<file path="src/rtl/group_event_arbiter.sv">
// rtl/group_event_arbiter.sv - arbitrates per-group pixel events onto one output stream
// Selection happens in IDLE or on the OUT handshake; the winner's data is captured on the GRANT edge.
module group_event_arbiter #(
  parameter int GRP_ROWS = 4,
  parameter int GRP_COLS = 4,
  parameter int GRP_DIM  = 4,
  parameter int TS_W     = 32,
  parameter int RR_MODE  = 1,
  localparam int NG = GRP_ROWS * GRP_COLS,
  localparam int LW = $clog2(GRP_DIM),
  localparam int XW = $clog2(GRP_COLS * GRP_DIM),
  localparam int YW = $clog2(GRP_ROWS * GRP_DIM)
) (
  input  logic               clk,
  input  logic               rst,
  input  logic [NG-1:0]      grp_req,
  input  logic [NG*LW-1:0]   grp_x,
  input  logic [NG*LW-1:0]   grp_y,
  input  logic [NG*TS_W-1:0] grp_ts,
  input  logic [NG-1:0]      grp_pol,
  output logic [NG-1:0]      grp_gnt,
  output logic               ev_valid,
  input  logic               ev_ready,
  output logic [XW-1:0]      ev_x,
  output logic [YW-1:0]      ev_y,
  output logic [TS_W-1:0]    ev_ts,
  output logic               ev_pol,
  output logic [15:0]        ev_count
);

  localparam int IW = (NG > 1) ? $clog2(NG) : 1;

  localparam logic [1:0] S_IDLE  = 2'd0;
  localparam logic [1:0] S_GRANT = 2'd1;
  localparam logic [1:0] S_OUT   = 2'd2;

  logic [1:0]      state;
  logic [IW-1:0]   ptr;
  logic [IW-1:0]   win;
  logic [IW-1:0]   sel;
  logic [IW-1:0]   ptr_nxt;
  logic            sel_any;
  logic            take;
  logic [LW-1:0]   wx;
  logic [LW-1:0]   wy;
  logic [TS_W-1:0] wts;
  logic            wpol;
  logic [XW-1:0]   gx;
  logic [YW-1:0]   gy;

  // First requester at or after the search base, wrapping; base is 0 in fixed-priority mode.
  always_comb begin
    int j;
    sel     = '0;
    sel_any = 1'b0;
    j       = 0;
    for (int i = 0; i < NG; i++) begin
      j = (RR_MODE != 0) ? int'(ptr) + i : i;
      if (j >= NG) j = j - NG;
      if (!sel_any && grp_req[j[IW-1:0]]) begin
        sel_any = 1'b1;
        sel     = j[IW-1:0];
      end
    end
  end

  assign ptr_nxt = (int'(sel) == NG - 1) ? '0 : sel + 1'b1;
  assign take    = sel_any && ((state == S_IDLE) || ((state == S_OUT) && ev_ready));

  always_comb begin
    wx   = grp_x[int'(win)*LW +: LW];
    wy   = grp_y[int'(win)*LW +: LW];
    wts  = grp_ts[int'(win)*TS_W +: TS_W];
    wpol = grp_pol[win];
    gx   = XW'((int'(win) % GRP_COLS) * GRP_DIM + int'(wx));
    gy   = YW'((int'(win) / GRP_COLS) * GRP_DIM + int'(wy));
  end

  always_ff @(posedge clk) begin
    if (rst) begin
      state    <= S_IDLE;
      ptr      <= '0;
      win      <= '0;
      grp_gnt  <= '0;
      ev_valid <= 1'b0;
      ev_x     <= '0;
      ev_y     <= '0;
      ev_ts    <= '0;
      ev_pol   <= 1'b0;
      ev_count <= '0;
    end else begin
      case (state)
        S_IDLE: begin
          if (take) state <= S_GRANT;
        end
        S_GRANT: begin
          grp_gnt  <= '0;
          ev_x     <= gx;
          ev_y     <= gy;
          ev_ts    <= wts;
          ev_pol   <= wpol;
          ev_valid <= 1'b1;
          state    <= S_OUT;
        end
        S_OUT: begin
          if (ev_ready) begin
            ev_count <= ev_count + 16'd1;
            ev_valid <= 1'b0;
            state    <= take ? S_GRANT : S_IDLE;
          end
        end
        default: state <= S_IDLE;
      endcase
      if (take) begin
        win     <= sel;
        grp_gnt <= NG'(1) << sel;
        if (RR_MODE != 0) ptr <= ptr_nxt;
      end
    end
  end

endmodule

</file>
<file path="config.mk">
export PLATFORM = sky130hd
export DESIGN_NAME = group_event_arbiter
export DESIGN_NICKNAME = d
export VERILOG_FILES = /design/src/rtl/group_event_arbiter.sv
export SDC_FILE = /design/constraint.sdc
export NUM_CORES = 1
export LEC_CHECK = 0
export ABC_AREA = 1
export ABC_CLOCK_PERIOD_IN_PS = 8500
export BUFFER_PORTS_ARGS = -buffer_cell sky130_fd_sc_hd__buf_4
export CORE_AREA = 2 2 267 269
export CTS_BUF_LIST = sky130_fd_sc_hd__clkbuf_4
export CTS_CLUSTER_DIAMETER = 40
export DETAILED_ROUTE_END_ITERATION = 8
export DIE_AREA = 0 0 269 271
export MAX_ROUTING_LAYER = met4
export PLACE_DENSITY = 0.41
export SLEW_MARGIN = 20
export SYNTH_ARGS = -nofsm -noshare
export SYNTH_HDL_FRONTEND = slang
export SYNTH_SLANG_ARGS = --single-unit
</file>
<file path="constraint.sdc">
create_clock -name clk -period 8.5 [get_ports clk]
set_input_delay 1.275 -clock clk [delete_from_list [all_inputs] [get_ports clk]]
set_output_delay 1.275 -clock clk [all_outputs]
set_load 0.02 [all_outputs]
</file>
==> out/metrics.yaml <==
outcome: "finished, final reports clean"
synthTopCellsByCount: "nor2_1, o21ai_0, nand3_1"
rrSetupSlack_ps: 3060
clkTransAtPathRegs_ps: 170
seq_area_um2: 1690
synthCells: 1724
clock_sink_count: 84
hold_buffers: 0
syn-cell-area_um2: 10000
die_area_um2: 72900
cts_resized: 0
routed_wl_mm: 78.2
finalPower_mw: 4.84
start_util: 0.144
synth_top_family_by_area: "compound AO/OA/AOI/OAI gates"
synth-simple-area-share: 0.337
crit_type: "flip-flop to flip-flop"
yosysSeqAreaShare: 0.168
avgViaCountPerCell: 4.67
setup.worst_path.start_class: "flip-flop"
place.gp.congestion: 0.952
fin_crit_ps: 5440
syn-num-nets: 2349
fin_setup_tns_ps: 0
cts_made_buffers: 9
yosys-top-cells-area: "dfxtp_1, o21ai_0, nor2_1"
final-setup-viol-count: 0
synth_edf_count: 0
drc: 0
multiInputGateArea_um2: 7340
antenna_found_initial: 19
synthAdderAreaFrac: 0.0175
grt_first_pass_wirelength_mm: 107
avgSynthCellArea_um2: 5.81
cp-end-kind: "flip-flop"
yosysTopAreaCellShare: 0.168
htreeDepth: 3
die_x_um: 269
area_growth_pct: 60.5
worst_slew_pin_slew_ps: 1230
synth_xor_area_frac: 0.0120
synth-compound-area-share: 0.366
finClkSkew_ps: 18.5
p_leak_nw: 7.17
overflow: 0
dr.pass1.iters: 5
io_pins: 685
synth_seq_cells: 84
portBuffers: 684
max_freq_mhz: 184
drive_gt1_frac: 0.343
cts_max_path_buffers: 2
cts_setup_buffers: 0
crit_fanout: 18
worstPathArrival_ps: 5950
design_area_um2: 16100
nets: 2910
wl_per_cell_um: 24.1
drtIter0Drc: 926
power.density_nw_per_um2: 301
rsz0062_at_grt: "no"
grt_max_degree: 168
core_area_um2: 69800
drv_slew: 0
track_usage: 0.210
yosysMostFrequentCell: "nor2_1"
place_area_um2: 15900
cts_tree: "built"
num_rows: 97
vias: 15200
maxCapViolCount: 0
synth_flop_cell: "dfxtp_1"
synth_top_cell_by_area: "dfxtp_1"
grt_pass1_vias: 15200
slew_headroom: 0.168
fin_crit_sh: 0.639
synth_warnings: 0
root_buffer: "clkbuf_4"
hold_violations: 0
dp_hpwl_mm: 62.2
synthMuxAreaShare: 0
cp.required_ps: 9020
clk_latency_ps: 570
fp.dieH_um: 271
yosysUniqueCellTypes: 45
n_fill_cell: 8047
ir_worst_vdd_v: 0.000163
synthArstFlopShare: 0
ant_nets: 0
holdCritPathClass: "flip-flop to flip-flop"
## critical path: stages (launching register included)
cell,delay (ps)
dfxtp_1,790
inv_1,520
ha_1,730
inv_1,360
nand3_1,200
nand3_1,90
nand2_1,110
nor2_1,50
a31oi_1,450
inv_1,200
nand4_4,160
nor2_4,70
nand3_1,170
nand2_1,70
nor2_1,130
nand2_1,70
o21ai_1,270
inv_1,160
ha_1,270
ha_1,280
inv_1,50
nand2_1,50
a21oi_1,110
## report_power, final
part / internal (mW) / switching [mW] / total (mW)
clock: 0.0937 / 0.196 / 0.290
sequential: 0.468 / 0.151 / 0.619
combinational: 1.18 / 2.75 / 3.93
total: 1.74 / 3.10 / 4.84
## state kept, by name, indices dropped and copies added, names as in the netlist
name	flops
win	4
ev_y	4
ev_valid	1
state	2
ev_ts	32
ev_count	16
ev_x	4
ptr	4
grp_gnt	16
ev_pol	1
## stage by stage
stage	setup slack, ps	utilization	hold slack [ps]	instances
6_report	3060	0.230	484	3250
5_1_grt	2670	0.230	515	3247
4_1_cts	3170	0.230	485	3230
3_5_place_dp	3230	0.228	456	3214
3_3_place_gp	3240	0.228	447	3214
2_1_floorplan	4770	-	525	1724
## routing by layer
metal  GRT usage  vias to the layer above  part of all wire
met5           -                        -                 0
met3      0.0499                       65             0.078
met2       0.344                      669              0.47
met4      0.0694                        0             0.027
li1            -                     7261                 -
met1       0.252                     7196              0.42
## kinds of logic (layout without fill, tap and decap cells)
kind of cell / after synthesis / in the layout
compound gates: 603 / 603
buf+inv: 248 / 814
simple gates: 766 / 766
other cells: 0 / 20
xor+xnor: 9 / 9
fa+ha+maj: 14 / 14
flops: 84 / 84
## placed cells by master, fill, tap and decap left out, drive strengths merged, types with 7 or more instances in the layout
master	netlist	layout
a21oi	59	59
a22oi	12	12
buf	19	699
clkbuf	130	9
dfxtp	84	84
diode	0	20
ha	14	14
inv	96	100
nand2	150	150
nand3	156	156
nand4	18	18
nor2	426	426
nor3	12	12
o211ai	22	22
o21ai	329	329
o221ai	102	102
o22ai	47	47
o311ai	17	17
xor2	7	7
## layout make-up
class,count,share of cell area
multi-input cells,1392,0.457
repair buffers,699,0.328
flip-flops and latches,84,0.105
well taps,940,0.0731
inverters,99,0.0246
clock inverters,7,0.00513
clock buffers,9,0.00420
diodes,20,0.00311
## worst paths after layout
path	from	end	depth (start not counted)
max	ptr[1]$_SDFFE_PP0N_	ptr[2]$_SDFFE_PP0N_	22
min	ev_count[15]$_SDFFE_PP0P_	ev_count[15]$_SDFFE_PP0P_	1
max reg2reg	ptr[1]$_SDFFE_PP0N_	ptr[2]$_SDFFE_PP0N_	22
min reg2reg	ev_count[15]$_SDFFE_PP0P_	ev_count[15]$_SDFFE_PP0P_	1
(Power assumes the default switching activity.)
